$ cat src/rtl/gray_p_rx.sv
// Gray-coded counter receiver: decodes to binary, tracks neighbour-step legality, counts violations.
// Optional direction/wrap outputs are enabled by defining GRAY_P_RX_DIR_EN.
module gray_p_rx #(
  parameter int N          = 4,
  parameter int ERR_W      = 8,
  parameter int ALLOW_HOLD = 1
) (
  input  logic             clk,
  input  logic             rst,
  input  logic             clr,
  input  logic             g_valid,
  input  logic [N-1:0]     g_in,
  output logic [N-1:0]     bin_out,
  output logic             bin_valid,
  output logic             step_err,
  output logic [ERR_W-1:0] err_cnt,
  output logic             locked,
  output logic             dir,
  output logic             wrap
);

  typedef enum logic {ACQ, TRACK} state_t;

  function automatic logic [N-1:0] gray2bin(input logic [N-1:0] g);
    logic [N-1:0] b;
    b[N-1] = g[N-1];
    for (int i = N - 2; i >= 0; i--) b[i] = b[i+1] ^ g[i];
    return b;
  endfunction

  function automatic logic [ERR_W-1:0] sat_inc(input logic [ERR_W-1:0] c);
    if (c == {ERR_W{1'b1}}) return c;
    return c + 1'b1;
  endfunction

  state_t             state_q, state_d;
  logic [N-1:0]       ref_q, ref_d;
  logic               bv_q, bv_d;
  logic               se_q, se_d;
  logic [ERR_W-1:0]   err_q, err_d;
  logic [N-1:0]       b_new;
  logic [N-1:0]       delta;
  logic               legal;
  logic               accept_track;

  always_comb begin
    b_new        = gray2bin(g_in);
    delta        = b_new - ref_q;
    legal        = (delta == N'(1)) || (delta == {N{1'b1}}) ||
                   ((ALLOW_HOLD != 0) && (delta == '0));
    accept_track = !clr && g_valid && (state_q == TRACK);
    state_d      = state_q;
    ref_d        = ref_q;
    bv_d         = 1'b0;
    se_d         = 1'b0;
    err_d        = err_q;
    // clr takes priority and discards any same-cycle sample
    if (clr) begin
      state_d = ACQ;
      err_d   = '0;
    end else if (g_valid) begin
      ref_d   = b_new;
      bv_d    = 1'b1;
      state_d = TRACK;
      if (state_q == TRACK && !legal) begin
        se_d  = 1'b1;
        err_d = sat_inc(err_q);
      end
    end
  end

  always_ff @(posedge clk or negedge rst) begin
    if (!rst) begin
      state_q <= ACQ;
      ref_q   <= '0;
      bv_q    <= 1'b0;
      se_q    <= 1'b0;
      err_q   <= '0;
    end else begin
      state_q <= state_d;
      ref_q   <= ref_d;
      bv_q    <= bv_d;
      se_q    <= se_d;
      err_q   <= err_d;
    end
  end

  assign bin_out   = ref_q;
  assign bin_valid = bv_q;
  assign step_err  = se_q;
  assign err_cnt   = err_q;
  assign locked    = (state_q == TRACK);

`ifdef GRAY_P_RX_DIR_EN
  logic dir_q, dir_d;
  logic wrap_q, wrap_d;

  // Up takes precedence so N=1 (where +1 and -1 coincide) reads as up
  always_comb begin
    dir_d  = dir_q;
    wrap_d = 1'b0;
    if (accept_track && legal) begin
      if (delta == N'(1))             dir_d = 1'b1;
      else if (delta == {N{1'b1}})    dir_d = 1'b0;
      wrap_d = ((ref_q == {N{1'b1}}) && (b_new == '0)) ||
               ((ref_q == '0) && (b_new == {N{1'b1}}));
    end
  end

  always_ff @(posedge clk or negedge rst) begin
    if (!rst) begin
      dir_q  <= 1'b0;
      wrap_q <= 1'b0;
    end else begin
      dir_q  <= dir_d;
      wrap_q <= wrap_d;
    end
  end

  assign dir  = dir_q;
  assign wrap = wrap_q;
`else
  logic unused_track;
  assign unused_track = accept_track;
  assign dir  = 1'b0;
  assign wrap = 1'b0;
`endif

endmodule

$ cat config.mk
export PLATFORM = sky130hd
export DESIGN_NAME = gray_p_rx
export DESIGN_NICKNAME = d
export VERILOG_FILES = /design/src/rtl/gray_p_rx.sv
export SDC_FILE = /design/constraint.sdc
export NUM_CORES = 1
export LEC_CHECK = 0
export CORE_MARGIN = 3
export CORE_UTILIZATION = 50
export DETAILED_ROUTE_END_ITERATION = 8
export PLACE_DENSITY = 0.9
export SYNTH_ARGS = -nofsm -noshare
export SYNTH_HDL_FRONTEND = slang
export SYNTH_SLANG_ARGS = --single-unit
$ cat constraint.sdc
create_clock -name clk -period 3.47 [get_ports clk]
set_input_delay 0.347 -clock clk [delete_from_list [all_inputs] [get_ports clk]]
set_output_delay 0.347 -clock clk [all_outputs]
set_load 0.01 [all_outputs]
==> run_results.csv, run 1 <==
group,metric,value,unit
run_status,outcome,"finished clean",
route,detailroute.via_count,779,
die,die_w,48.5,um
synth,yosys-top-cells-count,"15 x dfrtp_1, 8 x a21oi_1, 8 x nand2_1",
die,io_pins,25,
layout,nets_finish,130,
clock_tree,root_buffer,"clkbuf_4",
global_route,grt_remaining_overflow,0,
sta,fin_worst_hold_slack,461,ps
synth,synth_simple_gate_area_share,19.8,%
place,pre_cts_slack,-7.19,ps
min_path,hold_class,"input port to async pin",
clock_tree,clock_transition_at_the_registers_of_the_reported_paths,90,ps
layout,postLayoutCoreUtil,74.4,%
global_route,grt_util_all_layers,18.7,%
clock_tree,clock_latency,290,ps
synth,most_numerous_cell_in_the_yosys_netlist,"dfrtp_1",
die,coreArea,1590,um2
synth,synth_seq_area_share,41.6,%
worst_setup_path,start_kind,"input port",
clock_tree,postCtsResizedCells,0,
sta,layout_min_cycle_time,3190,ps
clock_tree,h-tree-depth,1,
layout,num_antenna_cells,0,
worst_setup_path,crit_arrival,3410,ps
global_route,maximum_number_of_pins_on_one_net_before_global_route_repair,16,
synth,synth-async-reset-ratio,100,%
sta,final-hold-violation-count,0,
synth,synthMuxAreaShare,2.36,%
layout,area_growth,31.5,%
clock_tree,cts_tree,"yes",
sta,worst_slew_margin_rel,54.0,%
clock_tree,cts_sinks,15,
route,drt_iter0_drc,20,
route,avgRoutedWirePerCell,14.7,um
synth,synth_compound_gate_area_share,15.1,%
place,dpl.cell_count,136,
route,route.antenna.remaining_nets,0,
synth,synth_top_cells_by_area,"dfrtp_1 42%, ha_1 5.5%, a21oi_1 4.4%, xor2_2 3.6%, o21ai_0 3.3%",
worst_setup_path,critical_setup_path_kind,"input port to flop",
global_route,grt_pass1_vias,797,
synth,synth_top_cell_area_share,41.6,%
worst_setup_path,timing.critical_path.fanout_max,7,
pwr,total_power_draw,509,uW
die,starting_density,56.6,%
sta,skew,1.86,ps
synth,ys.flop_type,"dfrtp_1",
synth,synth-edff-count,0,
die,core.rowCount,14,
sta,timing.final.max_slew_violations,0,
synth,synth-warning-count,0,
clock_tree,cts_max_path_buffers,2,
place,port_buffers,22,
synth,synthCells,89,
synth,synth_cell_type_count,34,
clock_tree,cts_buffers,3,
pwr,total_leakage_power,0.501,nW
route,route.detailed.vias_per_inst,5.56,
layout,finish.instance_area,1190,um2
clock_tree,post_cts_buffers,0,
layout,instances_no_fill,140,
sta,achievable-frequency,313,MHz
global_route,initial_antenna_violation_count,0,
sta,timing.final.crit_share,92.1,%
clock_tree,cts.hold.buffers_added,0,
route,totalWireLength,2.06,mm
sta,fin_tns_setup,0,ps
synth,synth_area_per_cell,10.1,um2
pwr,power_dens_cells,429,nW/um2
global_route,grt_pass1_wl,3.47,mm
die,floorplan.die_area,2350,um2
route,remaining_drc_errors,0,
synth,synthesis.area,902,um2
sta,rsz_0062_raised_after_global_routing,"false",
flow_run,drv.max_cap_violation_count,0,
synth,synth_seq_cells,15,
place,placed_cell_area,1160,um2
layout,drive_gt1_share,17.2,%
sta,final_worst_setup_slack,276,ps
synth,synth_top_family_by_area,"simple AND/OR/NAND/NOR gates",
synth,yosys.area_share.xor_xnor,7.49,%
sta,worst-slew-pin-transition,688,ps
synth,synth_fa_ha_area_share,7.77,%
die,dieHeight,48.5,um
route,dr.pass1.iters,4,
sta,setup_viol,0,
pwr,vdd_drop_max,0.277,mV
place,dp_hpwl,1.50,mm
worst_setup_path,crit_required,3690,ps
synth,synthDominantAreaCellType,"dfrtp_1",
place,routability_congestion,0.877,
worst_setup_path,cp-end-kind,"flop",
-- worst max-delay path, stage by stage --
cell	delay [ps]
clkdlybuf4s50_1	490
xor2_1	220
xnor2_1	190
xor2_1	120
ha_1	220
fa_1	420
xor2_2	210
buf_4	150
nand2_1	70
o2111a_2	220
nor2_2	70
buf_4	180
or3_1	350
a21oi_1	150
-- final cells by class --
cell class	count	area (um2)
flip-flops and latches	15	375
multi-input cells	66	482
clock buffers	4	26.3
well taps	24	30.0
inverters	4	15.0
fillers	107	408
repair buffers	27	258
-- logic make-up (layout without fill, tap and decap cells) --
logic type      after synthesis  in the layout
compound gates               21             21
flops                        15             15
other cells                   1              2
fa+ha+maj                     5              5
simple gates                 30             30
mux                           2              2
buf+inv                       9             35
xor+xnor                      6              6
-- layer usage --
layer  wire length [um]  GRT usage [%]  vias up
li1                   -              -      367
met1                871           22.7      378
met2               1050           31.0       29
met3                 99           4.29        5
met4                 41           9.48        0
met5                  0              0        -
-- state kept, by name, indices dropped and copies added (netlist names) --
signal	flops
bin_out	4
bin_valid	1
err_cnt	8
locked	1
step_err	1
-- power breakdown --
group	switching, mW	leakage [nW]	internal (mW)
combinational	0.105	0.288	0.0976
sequential	0.0134	0.198	0.188
clock	0.0608	0.0150	0.0448
-- placed cells by master (no fill, tap or decap), types with 3 or more instances in the layout --
cell type,instances
clkdlybuf4s50_1,22
dfrtp_1,15
a21oi_1,8
nand2_1,8
o21ai_0,6
nor2_1,5
buf_4,5
inv_1,4
ha_1,4
xor2_1,3
or2_2,3
or3_1,3
clkbuf_4,3
-- path summary, 6_finish.rpt --
check	end	slack (ps)	from	cells after the start
max	err_cnt[3]	280	g_in[3]	14
min	bin_out[1]	460	rst	1
max reg2reg	err_cnt[3]	920	bin_out[0]	10
min reg2reg	bin_out[2]	560	bin_out[2]	2
max in group asynchronous	err_cnt[3]	2570	rst	1
min in group clk	bin_out[2]	560	bin_out[2]	2
Note: power is estimated with default switching activity, not from simulation.
==> run 2, diff against run 1 <==
--- a/config.mk
+++ b/config.mk
@@ -5,6 +5,7 @@
 export SDC_FILE = /design/constraint.sdc
 export NUM_CORES = 1
 export LEC_CHECK = 0
+export CAP_MARGIN = 40
 export CORE_MARGIN = 3
 export CORE_UTILIZATION = 50
 export DETAILED_ROUTE_END_ITERATION = 8
==> results of run 2 <==
The final DEF is identical to that of run 1; final timing and power are the same.
